==> src/rtl/layer_loader_pkg.sv <==
// Shared definitions for the layer parameter loader: data word width and FSM states.
// The layer sequencer imports this to reuse the state encoding.
package layer_loader_pkg;

   localparam int N = 16;

   typedef enum logic [1:0] {
      IDLE  = 2'd0,
      FETCH = 2'd1,
      SHIFT = 2'd2,
      DONE  = 2'd3
   } state_t;

endpackage

==> src/rtl/layer_loader.sv <==
// Fetches sx+2 parameter words per node from a word-addressed source and shifts
// them, node by node, into one layer's parameter shift registers over a shared bus.
module layer_loader
   import layer_loader_pkg::*;
#(
   parameter int sx = 4,
   parameter int sl = 4,
   parameter int aw = 16
) (
   input  logic          clk,
   input  logic          rst,
   input  logic          start,
   input  logic [aw-1:0] base_addr,
   output logic          busy,
   output logic          done,
   output logic          src_req,
   output logic [aw-1:0] src_addr,
   input  logic          src_valid,
   input  logic [N-1:0]  src_data,
   output logic [N-1:0]  bus_o,
   output logic          bus_oe,
   output logic [sl-1:0] we
);

   localparam int WPN = sx + 2;
   localparam int WCW = $clog2(WPN);
   localparam int NKW = (sl > 1) ? $clog2(sl) : 1;
   localparam logic [WCW-1:0] WC_LAST = WCW'(WPN - 1);
   localparam logic [NKW-1:0] NK_LAST = NKW'(sl - 1);

   state_t          state_reg, state_next;
   logic [aw-1:0]   addr_reg, addr_next;
   logic [WCW-1:0]  wc_reg, wc_next;
   logic [NKW-1:0]  nk_reg, nk_next;
   logic [N-1:0]    word_reg, word_next;

   always_ff @(posedge clk or negedge rst) begin
      if (!rst) begin
         state_reg <= IDLE;
         addr_reg  <= '0;
         wc_reg    <= '0;
         nk_reg    <= '0;
         word_reg  <= '0;
      end else begin
         state_reg <= state_next;
         addr_reg  <= addr_next;
         wc_reg    <= wc_next;
         nk_reg    <= nk_next;
         word_reg  <= word_next;
      end
   end

   // Outputs decode from registered state only, so src_valid never reaches we/bus_oe directly.
   always_comb begin
      state_next = state_reg;
      addr_next  = addr_reg;
      wc_next    = wc_reg;
      nk_next    = nk_reg;
      word_next  = word_reg;
      busy       = 1'b0;
      done       = 1'b0;
      src_req    = 1'b0;
      src_addr   = addr_reg;
      bus_o      = '0;
      bus_oe     = 1'b0;
      we         = '0;

      case (state_reg)
         IDLE: begin
            if (start) begin
               addr_next  = base_addr;
               wc_next    = '0;
               nk_next    = '0;
               state_next = FETCH;
            end
         end
         FETCH: begin
            busy    = 1'b1;
            src_req = 1'b1;
            if (src_valid) begin
               word_next  = src_data;
               state_next = SHIFT;
            end
         end
         SHIFT: begin
            busy   = 1'b1;
            bus_oe = 1'b1;
            bus_o  = word_reg;
            // Node 0 owns the MSB of the enable vector.
            we[sl-1-int'(nk_reg)] = 1'b1;
            addr_next = addr_reg + aw'(1);
            if (wc_reg != WC_LAST) begin
               wc_next    = wc_reg + WCW'(1);
               state_next = FETCH;
            end else begin
               wc_next = '0;
               if (nk_reg != NK_LAST) begin
                  nk_next    = nk_reg + NKW'(1);
                  state_next = FETCH;
               end else begin
                  state_next = DONE;
               end
            end
         end
         DONE: begin
            done       = 1'b1;
            state_next = IDLE;
         end
         default: state_next = IDLE;
      endcase
   end

endmodule

==> config.mk <==
export PLATFORM = sky130hd
export DESIGN_NAME = layer_loader
export DESIGN_NICKNAME = d
export VERILOG_FILES = /design/src/rtl/layer_loader_pkg.sv /design/src/rtl/layer_loader.sv
export SDC_FILE = /design/constraint.sdc
export NUM_CORES = 1
export LEC_CHECK = 0
export CORE_MARGIN = 5
export CORE_UTILIZATION = 45
export CTS_CLUSTER_SIZE = 16
export DETAILED_ROUTE_END_ITERATION = 8
export DONT_BUFFER_PORTS = 1
export PLACE_DENSITY = 0.71
export SYNTH_ARGS = -nofsm -noshare
export SYNTH_HDL_FRONTEND = slang
export SYNTH_SLANG_ARGS = --single-unit
export TNS_END_PERCENT = 30
==> constraint.sdc <==
create_clock -name clk -period 5.05 [get_ports clk]
set_input_delay 1.515 -clock clk [delete_from_list [all_inputs] [get_ports clk]]
set_output_delay 1.515 -clock clk [all_outputs]
set_load 0.05 [all_outputs]
==> results.cfg, run 1 <==
[outcome]
status = completed

[global_routing]
grt_max_degree = 40
grt_usage_pct = 17.2
grt_first_pass_wirelength_mm = 8.77
antenna_found_initial = 0
grt_pass1_vias = 1766
grt_overflow = 0

[cells_and_area]
diodes = 0
final_util_pct = 48.1
syn_to_final_growth_pct = 5.67
layout-drive-gt1-share_pct = 15.1
fin_nets = 269

[timing]
finalHoldViolCount = 0
relSlewSlack_pct = 45.6
rsz0062_at_grt = no
fin_tns_setup_ns = 0
finalSetupViolCount = 0
fin_skew_ns = 0.0126
slew_violations = 0
min_period_over_period_pct = 69.4
fmax_ghz = 0.285
worst_pin_slew_ns = 0.816
fin_crit_ns = 3.51

[clocking]
path_clk_slew_ns = 0.09
post_cts_resized = 0
clock_latency_ns = 0.30
cts_tree = yes
hold_buffers = 0
h-tree-depth = 2
cts_buffer_depth = 2
cts.sinks = 39
cts_buffers = 5
root_buffer = clkbuf_8
postCtsSetupBuffers = 0

[min_path]
hold_class = reg2reg

[yosys]
syn_nets = 277
synth-edff-count = 0
async_flop_share_pct = 100
mappedNetlistArea_um2 = 2300
synthXorXnorAreaFrac_pct = 0
ys_types = 38
synth_cells = 232
synth_top_area_share_pct = 42.5
yosys.area_share.simple_pct = 19.5
synth-compound-area-share_pct = 16.1
yosysTopAreaCell = dfrtp_1
synthMuxAreaShare_pct = 11.6
synthFlopType = dfrtp_1
avgSynthCellArea_um2 = 9.90
yosys_register_bits = 39
yosysSeqAreaShare_pct = 42.5
synth_top_family_by_area = simple AND/OR/NAND/NOR gates
synth-adder-area-share_pct = 4.90
netlist_top_cells_area = dfrtp_1 (43%), mux2_2 (8.3%), and2_1 (5.4%)
yosys_warnings = 0

[route]
vias_per_cell = 5.89
drt_iter0_markers = 118
ant_nets = 0
vias = 1738
drt-pass1-iter-count = 4
drc = 0
routedWlPerCell_um = 18.4
drt-total-wl_mm = 5.43

[critical_path]
critPathArrivalTime_ns = 1.99
end_kind = output pin
worstPathRequired_ns = 3.54
cp_max_fo = 25
crit_path_start_kind = flop
worstSetupPathType = reg2out

[die]
core_um2 = 5040
die-area_um2 = 6630
die_y_um = 81.4
io_pins = 76
die_w_um = 81.4
fp-row-count = 26
start_util_pct = 45.5

[flow_run]
drv_cap = 0

[placed_design]
routabilityCongestion = 0.780
place_hpwl_mm = 3.83
io_buffers = 0
cells in the mapped netlist, types with 2 or more instances:
cell      instances
o21ai_0           7
buf_4             3
and3_1            4
and3_2            2
nand3_1           9
nor2_1            5
nand2b_1          5
mux2i_1           6
ha_1              9
nand4_1           7
mux2_2           17
buf_2             9
o22ai_1          17
dfrtp_1          39
inv_1            11
o22a_1            6
a311oi_1          3
a22o_1            3
nand2_1          15
and4_1            4
and2_1           20
a21oi_1          12
clkbuf_1          4
per-stage QoR:
step / std cells / cell area (um^2) / setup WS (ns) / hold WS [ns]
finish: 295 / 2430 / 1.54 / 0.507
global route: 295 / 2430 / 1.45 / 0.519
detailed placement: 287 / 2310 / 1.87 / 0.487
global placement: 287 / 2310 / 1.90 / 0.482
CTS: 295 / 2430 / 1.53 / 0.508
floorplan: 232 / 2300 / 1.45 / 0.471
layout by cell type, fill, tap and decap left out, types with 3 or more instances in the layout:
cell type and instances:
a21oi_1 12, a22o_1 3, a311oi_1 3, and2_1 20
and3_1 4, and4_1 4, clkbuf_8 5, dfrtp_1 39
ha_1 8, inv_1 11, mux2_2 17, mux2i_1 6
nand2_1 15, nand2b_1 5, nand3_1 9, nand4_1 7
nor2_1 5, o21ai_0 7, o22a_1 6, o22ai_1 17
layer usage:
metal / GRT usage, % / share of wire [%]
met3: 8.22 / 10
met5: 0 / 0
met4: 3.55 / 0.46
met2: 27.0 / 46
met1: 21.4 / 43
logic make-up (layout without fill, tap and decap cells):
kind of cell               count (synthesis)  in the layout
buffers and inverters                     27             20
adders and majority gates                  9              9
AOI/OAI and AO/OA                         55             55
and+or+nand+nor                           78             78
DFF                                       39             39
muxes                                     24             24
worst paths after layout:
| check | startpoint | end | slack, ns | cells past startpoint |
|---|---|---|---|---|
| setup / recovery | state_reg[0]$_DFFE_PN0P_ | we[0] | 1.54 | 3 |
| hold / removal | word_reg[1]$_DFFE_PN0P_ | word_reg[1]$_DFFE_PN0P_ | 0.51 | 1 |
| setup reg to reg | state_reg[0]$_DFFE_PN0P_ | src_addr[11]$_DFFE_PN0P_ | 2.38 | 7 |
| hold reg to reg | word_reg[1]$_DFFE_PN0P_ | word_reg[1]$_DFFE_PN0P_ | 0.51 | 1 |
| max in group asynchronous | rst | src_addr[4]$_DFFE_PN0P_ | 4.05 | 0 |
| min in group asynchronous | rst | src_addr[15]$_DFFE_PN0P_ | 0.90 | 0 |
worst max-delay path: stages, from the launching register on:
cell     delay, ns
dfrtp_1       0.43
inv_1         0.10
ha_2          0.60
and2_1        0.56
final cells by class:
cell class / count / area [um^2]
clock buffers: 5 / 68.8
multi-input cells: 166 / 1200
inverters: 11 / 41.3
repair buffers: 1 / 7.51
fillers: 471 / 2620
well taps: 70 / 87.6
flip-flops and latches: 39 / 976
clock inverters: 3 / 46.3
Power of run 1 is left out: the tool's default activity adds up to more than one toggle a clock period on the data nets, which glitch-free logic cannot reach.
==> inputs of run 2 (changes only) <==
==> constraint.sdc (replaced) <==
create_clock -name clk -period 3.4 [get_ports clk]
set_input_delay 1.02 -clock clk [delete_from_list [all_inputs] [get_ports clk]]
set_output_delay 1.02 -clock clk [all_outputs]
set_load 0.05 [all_outputs]
==> run 2 against run 1 <==
Compared with the run above:
- clock skew down 0.0031 ns
- count of clock-buffer cells in the layout stayed put
- final cell count up 0.34%
- routed wire length decreased by 0.63%
- worst hold slack worse by 0.10 ns
- register-to-register slack got worse by 1.6 ns
- global-route usage grew 0.38 points
- sequential share of layout area down 0.14 points
==> results.cfg, run 2 (same netlist as run 1, synthesis figures left out) <==
[cells_and_area]
seq_area_um2 = 976
syn_to_final_growth_pct = 6.05
layout-drive-gt1-share_pct = 15.5
layout_commonest_cell = dfrtp_1
final_cell_mix = dfrtp_1 (39), and2_1 (20), mux2_2 (17), o22ai_1 (17), nand2_1 (15)
fin_nets = 270
multi_input_area_um2 = 1200
n_fill_cell = 479
diodes = 0

[flow_run]
drv_cap = 0

[route]
drt-total-wl_mm = 5.40
routedWlPerCell_um = 18.2
ant_nets = 0
vias_per_cell = 5.89
drt_iter0_markers = 78
drt-pass1-iter-count = 4
drc = 0
vias = 1743

[placed_design]
io_buffers = 0
place_hpwl_mm = 3.82
pre_cts_slack_ns = 0.713
routabilityCongestion = 0.798

[timing]
min_period_over_period_pct = 87.8
relSlewSlack_pct = 52.3
fmax_ghz = 0.335
rsz0062_at_grt = no
worst_slack_ns = 0.414
slew_violations = 0
worst_pin_slew_ns = 0.715
fin_tns_setup_ns = 0
finalHoldViolCount = 0
fin_crit_ns = 2.99
finalSetupViolCount = 0
fin_skew_ns = 0.00952

[global_routing]
grt_first_pass_wirelength_mm = 8.85
grt_pass1_vias = 1730
grt_overflow = 0
top_usage_layer = met2
globalRouteMet1Util_pct = 22.4
use_met3_pct = 7.89
grt_usage_pct = 17.5
antenna_found_initial = 0
grt_max_degree = 40
grt_util_met2_pct = 26.2

[clocking]
cts_buffer_depth = 2
hold_buffers = 0
post_cts_resized = 0
root_buffer = clkbuf_8
cts_buffers = 5
clock_latency_ns = 0.30
postCtsSetupBuffers = 0
cts_tree = yes
path_clk_slew_ns = 0.09
h-tree-depth = 2
cts.sinks = 39

[outcome]
status = completed

[die]
io_pins = 76
core_um2 = 5040
fp-row-count = 26
die_y_um = 81.4
start_util_pct = 45.5
die_w_um = 81.4
die-area_um2 = 6630

[critical_path]
end_kind = output pin
cp_max_fo = 25
worstSetupPathType = reg2out
critPathArrivalTime_ns = 1.97
worstPathRequired_ns = 2.38
crit_path_start_kind = flop

[min_path]
hold_class = in2async
[run 2: cell types whose count changed in the layout (fill, tap and decap cells not counted)]
cell,delta
buf_4,+1
clkinv_4,+1
clkinvlp_4,-1
[run 2: final timing paths]
path / start / to / slack [ns] / cells past startpoint
max: state_reg[0]$_DFFE_PN0P_ / bus_o[7] / 0.41 / 3
min: rst / src_addr[7]$_DFFE_PN0P_ / 0.40 / 0
max reg2reg: state_reg[0]$_DFFE_PN0P_ / src_addr[11]$_DFFE_PN0P_ / 0.79 / 7
min reg2reg: word_reg[10]$_DFFE_PN0P_ / word_reg[10]$_DFFE_PN0P_ / 0.50 / 1
max in group asynchronous: rst / src_addr[11]$_DFFE_PN0P_ / 2.92 / 0
min in group clk: word_reg[10]$_DFFE_PN0P_ / word_reg[10]$_DFFE_PN0P_ / 0.50 / 1
[run 2: layer usage]
metal / vias up / share of wire (%)
li1: 831 / -
met1: 832 / 42
met2: 75 / 45
met3: 5 / 11
met4: 0 / 1.1
met5: - / 0
[run 2: cell type report]
class                           instances  area share, %
Clock buffer                            5           2.83
Clock inverter                          3           1.95
Inverter                               11           1.70
Multi-Input combinational cell        166           49.2
Sequential cell                        39           40.1
Tap cell                               70           3.60
Timing Repair Buffer                    2          0.617
[run 2: critical path, stage by stage, from the launching register on]
cell and delay [ns]:
dfrtp_1 0.43, inv_1 0.10, ha_2 0.58, and2_1 0.55
[run 2: metrics by stage]
stage          cell area [um^2]  utilization (%)  hold WS [ns]  instances
2_1_floorplan              2300                -         0.471        232
3_3_place_gp               2320             46.0         0.482        288
3_5_place_dp               2320             46.0         0.486        288
4_1_cts                    2430             48.3         0.390        296
5_1_grt                    2430             48.3         0.386        296
6_report                   2430             48.3         0.403        296
Power of run 2 is left out for the same reason.
==> inputs of run 3 (changes only) <==
--- a/config.mk
+++ b/config.mk
@@ -7,6 +7,7 @@
 export LEC_CHECK = 0
 export CORE_MARGIN = 5
 export CORE_UTILIZATION = 45
+export CTS_BUF_LIST = sky130_fd_sc_hd__clkbuf_4 sky130_fd_sc_hd__clkbuf_8
 export CTS_CLUSTER_SIZE = 16
 export DETAILED_ROUTE_END_ITERATION = 8
 export DONT_BUFFER_PORTS = 1
==> results of run 3 <==
Same layout as run 2: the final DEF is identical, and so are final timing and power.
Power of run 3 is left out for the same reason.
